File: src/rtl/mw_add_ctrl_pkg.sv
// rtl/mw_add_ctrl_pkg.sv - shared types and constants for the multi-word adder controller
package mw_add_ctrl_pkg;

  localparam int WORD_W = 16;

  typedef enum logic [1:0] {
    IDLE = 2'd0,
    RUN  = 2'd1,
    DONE = 2'd2
  } state_e;

endpackage

File: src/rtl/mw_add_ctrl_add16_cla.sv
// rtl/mw_add_ctrl_add16_cla.sv - 16-bit adder slice, four 4-bit lookahead groups rippled together
module add16_cla
  import mw_add_ctrl_pkg::*;
(
  input  logic [WORD_W-1:0] a,
  input  logic [WORD_W-1:0] b,
  input  logic              cin,
  output logic [WORD_W-1:0] s,
  output logic              cout
);

  // gc[n] is the carry entering group n; gc[4] leaves the slice
  logic [4:0] gc;

  assign gc[0] = cin;

  for (genvar gi = 0; gi < 4; gi++) begin : g_grp
    logic [3:0] g;
    logic [3:0] p;
    logic [4:0] c;

    assign g    = a[4*gi +: 4] & b[4*gi +: 4];
    assign p    = a[4*gi +: 4] ^ b[4*gi +: 4];
    assign c[0] = gc[gi];
    // every carry inside the group is a flat function of g, p and the group carry-in
    assign c[1] = g[0] | (p[0] & c[0]);
    assign c[2] = g[1] | (p[1] & g[0]) | (p[1] & p[0] & c[0]);
    assign c[3] = g[2] | (p[2] & g[1]) | (p[2] & p[1] & g[0])
                | (p[2] & p[1] & p[0] & c[0]);
    assign c[4] = g[3] | (p[3] & g[2]) | (p[3] & p[2] & g[1])
                | (p[3] & p[2] & p[1] & g[0]) | (&p & c[0]);

    assign s[4*gi +: 4] = p ^ c[3:0];
    assign gc[gi+1]     = c[4];
  end

  assign cout = gc[4];

endmodule

File: src/rtl/mw_add_ctrl.sv
// rtl/mw_add_ctrl.sv - sequences one 16-bit slice over NWORDS words to add or subtract wide operands
module mw_add_ctrl
  import mw_add_ctrl_pkg::*;
#(
  parameter int NWORDS = 4
) (
  input  logic                     clk,
  input  logic                     rst_n,
  input  logic                     in_valid,
  output logic                     in_ready,
  input  logic                     op,
  input  logic [WORD_W*NWORDS-1:0] a,
  input  logic [WORD_W*NWORDS-1:0] b,
  output logic                     out_valid,
  input  logic                     out_ready,
  output logic [WORD_W*NWORDS-1:0] sum,
  output logic                     cout,
  output logic                     ovf
);

  localparam int IDX_W = (NWORDS > 1) ? $clog2(NWORDS) : 1;
  localparam logic [IDX_W-1:0] LAST_IDX = IDX_W'(NWORDS - 1);

  state_e                     state_q, state_d;
  logic [WORD_W*NWORDS-1:0]   a_q, a_d;
  logic [WORD_W*NWORDS-1:0]   b_q, b_d;
  logic                       op_q, op_d;
  logic [IDX_W-1:0]           idx_q, idx_d;
  logic                       carry_q, carry_d;
  logic [WORD_W-1:0]          sum_q [NWORDS];
  logic [WORD_W-1:0]          sum_d [NWORDS];
  logic                       cout_q, cout_d;
  logic                       ovf_q, ovf_d;

  logic [WORD_W-1:0]          a_w [NWORDS];
  logic [WORD_W-1:0]          b_w [NWORDS];
  logic [WORD_W-1:0]          slice_a;
  logic [WORD_W-1:0]          slice_b;
  logic [WORD_W-1:0]          slice_s;
  logic                       slice_co;
  logic                       last_word;

  for (genvar wi = 0; wi < NWORDS; wi++) begin : g_word
    assign a_w[wi] = a_q[WORD_W*wi +: WORD_W];
    assign b_w[wi] = b_q[WORD_W*wi +: WORD_W];
    assign sum[WORD_W*wi +: WORD_W] = sum_q[wi];
  end

  // subtract is a + ~b + 1; the +1 comes from the carry register loaded with op
  assign slice_a   = a_w[idx_q];
  assign slice_b   = b_w[idx_q] ^ {WORD_W{op_q}};
  assign last_word = (idx_q == LAST_IDX);

  add16_cla u_slice (
    .a    (slice_a),
    .b    (slice_b),
    .cin  (carry_q),
    .s    (slice_s),
    .cout (slice_co)
  );

  // next-state, datapath updates and handshake outputs
  always_comb begin
    state_d   = state_q;
    a_d       = a_q;
    b_d       = b_q;
    op_d      = op_q;
    idx_d     = idx_q;
    carry_d   = carry_q;
    sum_d     = sum_q;
    cout_d    = cout_q;
    ovf_d     = ovf_q;
    in_ready  = 1'b0;
    out_valid = 1'b0;

    case (state_q)
      IDLE: begin
        in_ready = 1'b1;
        if (in_valid) begin
          a_d     = a;
          b_d     = b;
          op_d    = op;
          idx_d   = '0;
          carry_d = op;
          state_d = RUN;
        end
      end
      RUN: begin
        sum_d[idx_q] = slice_s;
        carry_d      = slice_co;
        if (last_word) begin
          // top-word carry ends here; it never feeds back into word 0
          cout_d  = slice_co;
          ovf_d   = (slice_a[WORD_W-1] == slice_b[WORD_W-1]) &&
                    (slice_s[WORD_W-1] != slice_a[WORD_W-1]);
          state_d = DONE;
        end else begin
          idx_d = idx_q + IDX_W'(1);
        end
      end
      DONE: begin
        out_valid = 1'b1;
        if (out_ready) begin
          state_d = IDLE;
        end
      end
      default: begin
        state_d = IDLE;
      end
    endcase
  end

  // state and datapath registers, cleared immediately by reset
  always_ff @(posedge clk or negedge rst_n) begin
    if (!rst_n) begin
      state_q <= IDLE;
      a_q     <= '0;
      b_q     <= '0;
      op_q    <= 1'b0;
      idx_q   <= '0;
      carry_q <= 1'b0;
      cout_q  <= 1'b0;
      ovf_q   <= 1'b0;
      for (int i = 0; i < NWORDS; i++) begin
        sum_q[i] <= '0;
      end
    end else begin
      state_q <= state_d;
      a_q     <= a_d;
      b_q     <= b_d;
      op_q    <= op_d;
      idx_q   <= idx_d;
      carry_q <= carry_d;
      cout_q  <= cout_d;
      ovf_q   <= ovf_d;
      sum_q   <= sum_d;
    end
  end

  assign cout = cout_q;
  assign ovf  = ovf_q;

endmodule
File: config.mk
export PLATFORM = sky130hd
export DESIGN_NAME = mw_add_ctrl
export DESIGN_NICKNAME = d
export VERILOG_FILES = /design/src/rtl/mw_add_ctrl_pkg.sv /design/src/rtl/mw_add_ctrl_add16_cla.sv /design/src/rtl/mw_add_ctrl.sv
export SDC_FILE = /design/constraint.sdc
export NUM_CORES = 1
export LEC_CHECK = 0
export CAP_MARGIN = 20
export CORE_MARGIN = 2
export CORE_UTILIZATION = 40
export CTS_CLUSTER_SIZE = 20
export DETAILED_ROUTE_END_ITERATION = 10
export GPL_TIMING_DRIVEN = 0
export PLACE_DENSITY = 0.68
export SKIP_CTS_REPAIR_TIMING = 1
export SLEW_MARGIN = 10
export SYNTH_ARGS = -nofsm -noshare
export SYNTH_HDL_FRONTEND = slang
export SYNTH_SLANG_ARGS = --single-unit
File: constraint.sdc
create_clock -name clk -period 3.5 [get_ports clk]
set_clock_uncertainty 0.2 [all_clocks]
set_input_delay 0.35 -clock clk [delete_from_list [all_inputs] [get_ports clk]]
set_output_delay 0.35 -clock clk [all_outputs]
set_load 0.03 [all_outputs]
# == Word-level counts from Yosys, hierarchy flattened ==
# Cells that the tools add are included.
# op_classes
n_addsub,1
order_cmp,2
eq_ne,9
muxes,20
bitwise_logic,114
reduce_logical,13
# op_table
operator,count
$mux W16,5
$bmux W16 S2,2
$bwmux W64,1
$and A1 B1 Y1,60
$or A1 B1 Y1,40
$demux W16 S2,1
$xor A4 B4 Y4,8
$and A4 B4 Y4,4
$reduce_and A4 Y1,4
$xor A16 B16 Y16,1
$mux W2,5
$ne A2 B2 Y1 const B,4
$pmux W2 S3,1
$reduce_and A2 Y1,3
$reduce_and A3 Y1,2
$eq A2 B2 Y1 const B,2
$pmux W2 S2,1
$ge A3 B3 Y1 const B,1
$lt A3 B1 Y1 const B,1
$mux W1,3
$not A2 Y3,1
$add A2 B1 Y2 const B,1
$eq A2 B1 Y1 const B,1
$logic_and A1 B1 Y1,2
5 further kinds,5
# totals
ff_bits,200
output_inout_bits,68

# == Longest topological paths before layout ==
# Gate-level depths: netlist of run 1.
# logic_depth
ltp_word,20
depth_mapped,13
mapped_depth_nobuf,11

# == Modules after synthesis ==
# Synthesis of run 1 repeated with hierarchy kept, for this count alone.
# hier_totals
hier_cells,587
hier_area_um2,9226.3
# modules_own_cells
mod,n_inst,cells_each,area_per_inst_um2,seq_area_each_um2
mw_add_ctrl,1,508,8540.7,5004.8
add16_cla,1,79,685.7,0.0

# == Worst setup path after synthesis of run 1 ==
# OpenSTA, ideal clock, no wires.
# synth_timing
path_type,reg-to-reg
start,reg idx_q[1]
end,reg sum_q (netlist bit sum[28])
setup_time_ps,83
arrival_time_ps,3554
t_required_ps,3217
path_slack_ps,-337
path_stages_with_launch,13
path_buffers,3
synth_period_minus_slack_ps,3837
cell_sequence,dfrtp_1 -> clkbuf_1 -> buf_2 -> clkbuf_1 -> mux4_2 -> ha_1 -> a211o_1 -> and2_4 -> a211oi_4 -> o21ai_2 -> a21oi_1 -> fa_1 -> o21ai_0
# synth_via
elab_chain_cells,17
# synth_rtl
item,line,text
start: declaration,mw_add_ctrl.sv:28,"logic [IDX_W-1:0] idx_q, idx_d;"
start signal: assignment,mw_add_ctrl.sv:132,idx_q <= idx_d;
$not A2 Y3 (implied by the code) *,"mw_add_ctrl.sv:50, mw_add_ctrl.sv:51, mw_add_ctrl.sv:89",
$bmux W16 S2,mw_add_ctrl.sv:51,assign slice_b = b_w[idx_q] ^ {WORD_W{op_q}};
$mux W16 (implied by the code) (2 in series),mw_add_ctrl.sv:51,
$xor A16 B16 Y16,mw_add_ctrl.sv:51,
$xor A4 B4 Y4 or $and A4 B4 Y4 (tied branches),"mw_add_ctrl_add16_cla.sv:23, mw_add_ctrl_add16_cla.sv:22",
"$and A1 B1 Y1, on equally long branches","mw_add_ctrl_add16_cla.sv:30, mw_add_ctrl_add16_cla.sv:31",
"$or A1 B1 Y1, or another cell as far along",mw_add_ctrl_add16_cla.sv:30,assign c[4] = g[3] | (p[3] & g[2]) | (p[3] & p[2] & g[1])
$or A1 B1 Y1 or $and A1 B1 Y1 (tied branches),"mw_add_ctrl_add16_cla.sv:30, mw_add_ctrl_add16_cla.sv:31",
$or A1 B1 Y1 (2 in series),mw_add_ctrl_add16_cla.sv:31,| (p[3] & p[2] & p[1] & g[0]) | (&p & c[0]);
$and A1 B1 Y1,mw_add_ctrl_add16_cla.sv:31,
$or A1 B1 Y1,mw_add_ctrl_add16_cla.sv:31,
$and A1 B1 Y1,mw_add_ctrl_add16_cla.sv:31,
$or A1 B1 Y1,mw_add_ctrl_add16_cla.sv:31,
$xor A4 B4 Y4,mw_add_ctrl_add16_cla.sv:33,assign s[4*gi +: 4] = p ^ c[3:0];
$bwmux W64 *,mw_add_ctrl.sv:89,sum_d[idx_q] = slice_s;
end signal: assignment,mw_add_ctrl.sv:136,sum_q <= sum_d;
end: declaration,mw_add_ctrl.sv:30,logic [WORD_W-1:0] sum_q [NWORDS];
# Every way passes the cells marked *; elsewhere a longest branch is shown, timed or not. The select of a mux whose other input is x is not followed.
# A chain may end at the register's enable or synchronous reset.

# == Final worst setup path of run 1 ==
# layout_timing
start,reg idx_q[1]
end,reg sum_q (netlist bit sum[61])
# layout_via
elab_chain_cells,19
# layout_rtl
item,line,text
$not A2 Y3 (implied by the code) *,"mw_add_ctrl.sv:50, mw_add_ctrl.sv:51, mw_add_ctrl.sv:89",
$bmux W16 S2,mw_add_ctrl.sv:51,
$mux W16 (implied by the code) (2 in series),mw_add_ctrl.sv:51,
$xor A16 B16 Y16,mw_add_ctrl.sv:51,
$xor A4 B4 Y4 or $and A4 B4 Y4 (tied branches),"mw_add_ctrl_add16_cla.sv:23, mw_add_ctrl_add16_cla.sv:22",
"$and A1 B1 Y1, on equally long branches","mw_add_ctrl_add16_cla.sv:30, mw_add_ctrl_add16_cla.sv:31",
"$or A1 B1 Y1, or another cell as far along",mw_add_ctrl_add16_cla.sv:30,
$or A1 B1 Y1 or $and A1 B1 Y1 (tied branches),"mw_add_ctrl_add16_cla.sv:30, mw_add_ctrl_add16_cla.sv:31",
$or A1 B1 Y1 (2 in series),mw_add_ctrl_add16_cla.sv:31,
$and A1 B1 Y1,mw_add_ctrl_add16_cla.sv:31,
$or A1 B1 Y1,mw_add_ctrl_add16_cla.sv:31,
$and A1 B1 Y1,mw_add_ctrl_add16_cla.sv:31,
$or A1 B1 Y1,mw_add_ctrl_add16_cla.sv:31,
$and A1 B1 Y1,mw_add_ctrl_add16_cla.sv:26,assign c[1] = g[0] | (p[0] & c[0]);
$or A1 B1 Y1,mw_add_ctrl_add16_cla.sv:26,
$xor A4 B4 Y4,mw_add_ctrl_add16_cla.sv:33,
$bwmux W64 *,mw_add_ctrl.sv:89,
# Marked as above.

==> metrics.csv, run 1 <==
stage,metric,value,unit
sta,setup_ws,-209,ps
sta,fmax,270,MHz
min_path,hp-start,b[59],
global_routing,antenna_found_initial,0,
synthesis,synth_cell_types,37,
global_routing,grt_pass1_wl,40800,µm
placed_design,hpwl,19100,µm
synthesis,synth_nets,1088,
clocking,htreeDepth,4,
sta,fin_crit_sh,106,%
worst_setup_path,critPathKind,reg -> reg,
finish,layout_common_cells,"459 x nand2_1, 200 x dfrtp_1, 199 x clkdlybuf4s50_1, 40 x clkbuf_1, 40 x o21ai_0",
min_path,holdCritPathClass,in -> reg,
finish,nets,1335,
floorplan,core,0.0220,mm²
route,vias,7380,
route,vias_per_cell,5.02,
synthesis,ys_seq_area_share,55.4,%
finish,areaGrowthSynthToFinish,38.8,%
floorplan,dieHeight,154,µm
route,wire_per_inst,17.7,µm
synthesis,syn_inst,931,
floorplan,initial_core_util,41.0,%
worst_setup_path,worst_setup_path_start_kind,register,
sta,worst_slew_pin_slew,691,ps
finish,filler_cell_count,1951,
synthesis,synth_edf_count,0,
worst_setup_path,crit_path_max_fanout,10,
floorplan,die-area,0.0238,mm²
placed_design,place_congestion,0.813,
job,maxCapViolCount,0,
clocking,clock_latency,440,ps
worst_setup_path,crit_start,idx_q[1],
worst_setup_path,end_kind,register,
floorplan,num_rows,54,
route,drc,0,
synthesis,yosys-top-cells-area,"dfrtp_1 55%, nand2_1 19%, mux4_2 8.0%",
placed_design,io_buffer_count,200,
finish,layout-drive-gt1-share,11.9,%
clocking,numCtsBuffers,17,
sta,period_needed,3710,ps
global_routing,grt_usage,22.3,%
finish,mostFrequentLayoutCell,nand2_1,
clocking,clock_path_buffers,2,
sta,finalSetupViolCount,20,
sta,whs,234,ps
route,wirelength,26000,µm
synthesis,syn-cell-area,0.00903,mm²
clocking,cts_tree,yes,
synthesis,syn_avg_cell_area,9.70,µm²
route,first_iter_violations,509,
placed_design,dp_slack,-626,ps
global_routing,grt_overflow,0,
synthesis,ys.flop_type,dfrtp_1,
synthesis,yosysTopAreaCellShare,55.4,%
clocking,clkTransAtPathRegs,70,ps
global_routing,grt_max_degree,112,
synthesis,ys_ff_latch,200,
synthesis,synth_area_leader_cell,dfrtp_1,
floorplan,chipWidth,154,µm
synthesis,synthArstFlopShare,100,%
route,antenna_left,0,
worst_setup_path,cp_data_arrival_time,3810,ps
clocking,clock-root-buffer,clkbuf_16,
sta,max_slew_margin,53.9,%
route,dr.pass1.iters,4,
global_routing,first_global_vias,7527,
run_status,outcome,finished with violations,
clocking,cts.sinks,200,
sta,slew_violations,0,
finish,diodes,0,
run_status,violations,setup timing,
worst_setup_path,r2r_start,idx_q[1],
sta,rsz0062_at_grt,true,
floorplan,ios,201,
worst_setup_path,required,3600,ps
synthesis,ys_warn_count,0,
sta,finalHoldViolations,0,
-- worst max-delay path, cell delays in order (launching register included) --
cell,delay [ps]
dfrtp_1,390
clkbuf_4,230
buf_8,190
buf_6,190
mux4_2,380
ha_1,340
a211o_1,310
and2_4,160
a211oi_4,230
buf_6,160
o21ai_4,60
a21oi_2,160
fa_2,270
xor2_4,230
o21ai_1,80
-- stage by stage --
stage / cell area, µm² / setup TNS (ps) / instances / utilization [%]
after floorplan: 9080 / 0 / 931 / -
after global placement: 11400 / -1297260 / 1411 / 51.9
after detailed placement: 11500 / -12810 / 1412 / 52.1
after CTS: 12000 / -15660 / 1444 / 54.7
after global routing: 12500 / -6750 / 1471 / 56.9
final: 12500 / -2280 / 1471 / 56.9
-- flip-flops by register name, summed over array words and instances, names as in the netlist --
name / flops
carry_q: 1
op_q: 1
state_q: 2
ovf: 1
a_q: 64
idx_q: 2
cout: 1
sum: 64
b_q: 64
-- cells in the mapped netlist (all sizes together) (2+ instances only) --
| master | n |
|---|---|
| mux2 | 4 |
| and2 | 2 |
| nand2 | 459 |
| fa | 4 |
| o31ai | 2 |
| a21oi | 11 |
| nand3 | 4 |
| xor2 | 22 |
| a21o | 4 |
| o22ai | 2 |
| nor3 | 4 |
| dfrtp | 200 |
| clkbuf | 42 |
| buf | 8 |
| a31oi | 2 |
| mux4 | 32 |
| xnor2 | 7 |
| inv | 13 |
| o21ai | 66 |
| ha | 20 |
| a211oi | 2 |
| nor2 | 14 |
-- logic make-up (layout without fill, tap and decap cells) --
group	after synthesis	after routing	synth area share, %
and+or+nand+nor	484	484	20.4
DFF	200	200	55.4
AOI/OAI and AO/OA	95	95	6.28
buffers and inverters	63	323	2.74
muxes	36	36	8.48
xor gates and xnor gates	29	29	2.98
adders and majority gates	24	24	3.66
-- worst paths after layout --
check / endpoint / slack, ps / cells past startpoint
setup / recovery: sum[61] / -210 / 14
hold / removal: b_q[59] / 230 / 3
setup reg to reg: sum[61] / -210 / 14
hold reg to reg: a_q[46] / 280 / 2
max in group asynchronous: sum[26] / 1790 / 3
min in group asynchronous: b_q[25] / 290 / 2
-- layout make-up --
class                   count  area (µm²)  area share [%]
plain buffers              50         277            2.21
clock buffers              18         429            3.42
clock inverters            14         140            1.12
inverters                  13        48.8           0.389
multi-input cells         668        4020            32.1
flip-flops and latches    200        5000            39.9
well taps                 280         350            2.80
repair buffers            228        2260            18.1
-- layer usage --
layer / part of all wire, % / global-route usage (%)
met3: 5.2 / 3.84
met4: 1.8 / 6.97
met2: 48 / 36.5
met1: 45 / 30.6
met5: 0 / 0
Power of run 1 is not shown: default switching activity piles up to over one toggle a cycle in this logic, so the estimate is an artifact.
==> inputs of run 2 (changes only) <==
SKIP_CTS_REPAIR_TIMING = default   (was 1)
SKIP_LAST_GASP = 1   (was default)
==> run 2 against run 1 <==
Against the previous run: sequential cell count did not move; the run still ends with setup timing left; core utilization rose by 0.23 points; global-route usage rose by 0.25 points; count of clock-buffer cells in the layout did not move; final cell count rose by 0.27%; non-clock buffer count rose by 4; setup slack improved by 96 ps; worst hold slack got worse by 1.4 ps; critical path depth fell by 2.
==> metrics.csv, run 2 (synthesis results as in run 1) <==
stage,metric,value,unit
worst_setup_path,crit_slowest_cell,mux4_2,
floorplan,initial_core_util,41.0,%
worst_setup_path,critPathMaxStageDelay,550,ps
finish,mostFrequentLayoutCell,nand2_1,
clocking,clkTransAtPathRegs,80,ps
sta,period_needed,3610,ps
finish,nets,1339,
worst_setup_path,r2r_end,sum[12],
clocking,htreeDepth,4,
sta,slew_violations,0,
route,antenna_left,0,
sta,setup_ws,-113,ps
finish,layout_common_cells,"458 x nand2_1, 200 x dfrtp_1, 199 x clkdlybuf4s50_1, 40 x clkbuf_1, 40 x o21ai_0",
floorplan,dieHeight,154,µm
worst_setup_path,worst_setup_path_start_kind,register,
finish,areaGrowthSynthToFinish,39.3,%
worst_setup_path,crit_path_cell_trace,buf_6 > buf_12 > mux4_2 > xor2_1 > ha_1 > o21a_1 > and2_4 > a211oi_4 > o21ai_2 > a21oi_2 > fa_2 > o21ai_1,
worst_setup_path,cp_data_arrival_time,3780,ps
sta,fin_tns_setup,-842,ps
worst_setup_path,rr_worst_depth,12,
min_path,holdCritPathClass,in -> reg,
route,first_iter_violations,527,
run_status,outcome,finished with violations,
worst_setup_path,crit_path_end,sum[12],
clocking,numCtsBuffers,17,
sta,worst_slew_pin_slew,684,ps
floorplan,chipWidth,154,µm
finish,diodes,0,
min_path,hp-start,b[59],
worst_setup_path,r2r_start,idx_q[0],
global_routing,grt_overflow,0,
sta,finalHoldViolations,0,
placed_design,hpwl,19100,µm
global_routing,grt_pass1_wl,41300,µm
route,wire_per_inst,17.6,µm
worst_setup_path,critPathKind,reg -> reg,
placed_design,io_buffer_count,200,
floorplan,die-area,0.0238,mm²
clocking,clock-root-buffer,clkbuf_16,
placed_design,place_congestion,0.813,
clocking,cts_tree,yes,
sta,rsz0062_at_grt,true,
job,maxCapViolCount,0,
sta,fin_crit_sh,103,%
sta,fmax,277,MHz
global_routing,first_global_vias,7643,
global_routing,antenna_found_initial,0,
route,vias,7354,
worst_setup_path,rrSetupSlack,-110,ps
sta,finalSetupViolCount,10,
sta,max_slew_margin,54.4,%
worst_setup_path,crit_path_max_fanout,8,
run_status,violations,setup timing,
global_routing,grt_usage,22.5,%
route,drc,0,
clocking,clock_latency,440,ps
worst_setup_path,required,3670,ps
worst_setup_path,end_kind,register,
worst_setup_path,crit_start,idx_q[0],
finish,filler_cell_count,1947,
floorplan,num_rows,54,
floorplan,core,0.0220,mm²
floorplan,ios,201,
finish,layout-drive-gt1-share,13.1,%
clocking,cts.sinks,200,
clocking,clock_path_buffers,2,
route,vias_per_cell,4.99,
route,wirelength,26000,µm
global_routing,grt_max_degree,112,
route,dr.pass1.iters,5,
==> run 2: changes by cell type in the layout (fill, tap and decap cells not counted), moves of 2 or more <==
| cell | before | now |
|---|---|---|
| o21ai_2 | 3 | 7 |
| xor2_1 | 15 | 11 |
| xor2_2 | 5 | 9 |
| o21ai_1 | 22 | 19 |
| buf_4 | 24 | 26 |
| buf_6 | 3 | 5 |
| clkbuf_8 | 0 | 2 |
| nand3_2 | 1 | 3 |
==> run 2: how the worst min path moves through the flow <==
stage	end	cells past startpoint
floorplan	a_q[0]	0
global placement	b_q[11]	2
detailed placement	b_q[25]	1
CTS	b_q[59]	3
global route	a_q[35]	3
finish	b_q[59]	3
==> run 2: layout make-up <==
class / instances / area, µm² / share of cell area, %
flip-flops and latches: 200 / 5000 / 39.8
multi-input cells: 668 / 4040 / 32.1
repair buffers: 232 / 2280 / 18.2
clock buffers: 18 / 429 / 3.41
well taps: 280 / 350 / 2.78
plain buffers: 50 / 290 / 2.31
clock inverters: 14 / 140 / 1.11
inverters: 13 / 48.8 / 0.388
==> run 2: stage by stage <==
step | area, µm² | util [%] | hold slack, ps | setup WS [ps] | std cells
after CTS | 12300 | 55.8 | 221 | -129 | 1459
after detailed placement | 11500 | 52.1 | 207 | -626 | 1412
after floorplan | 9080 | - | -146 | 7.39 | 931
final | 12600 | 57.1 | 232 | -113 | 1475
after global placement | 11400 | 51.9 | 252 | -6450 | 1411
after global routing | 12600 | 57.1 | 236 | -258 | 1475
==> run 2: worst max-delay path: cells and delay by family (launching register included) <==
family	cells	cell delay, ps
AO/OA/AOI/OAI	5	930
buffers and inverters	2	300
flip-flops	1	390
XOR/XNOR	1	170
multiplexers	1	550
AND/OR/NAND/NOR	1	170
adder cells (fa/ha/maj)	2	840
==> run 2: per-layer routing <==
metal	global-route usage, %	wire length [µm]
met3	4.03	1350
met5	0	0
met1	30.7	11500
met4	6.75	571
met2	37.2	12500
==> run 2: what timing repair did <==
| item | CTS | global route |
|---|---|---|
| hold endpoints to repair | 89 | 0 |
| hold buffers | 1 | 0 |
| pin swaps | 12 | 24 |
| setup endpoints to repair | 51 | 48 |
| gates resized for setup | 25 | 45 |
| setup buffers | 14 | 19 |
Power of run 2 is left out for the same reason.
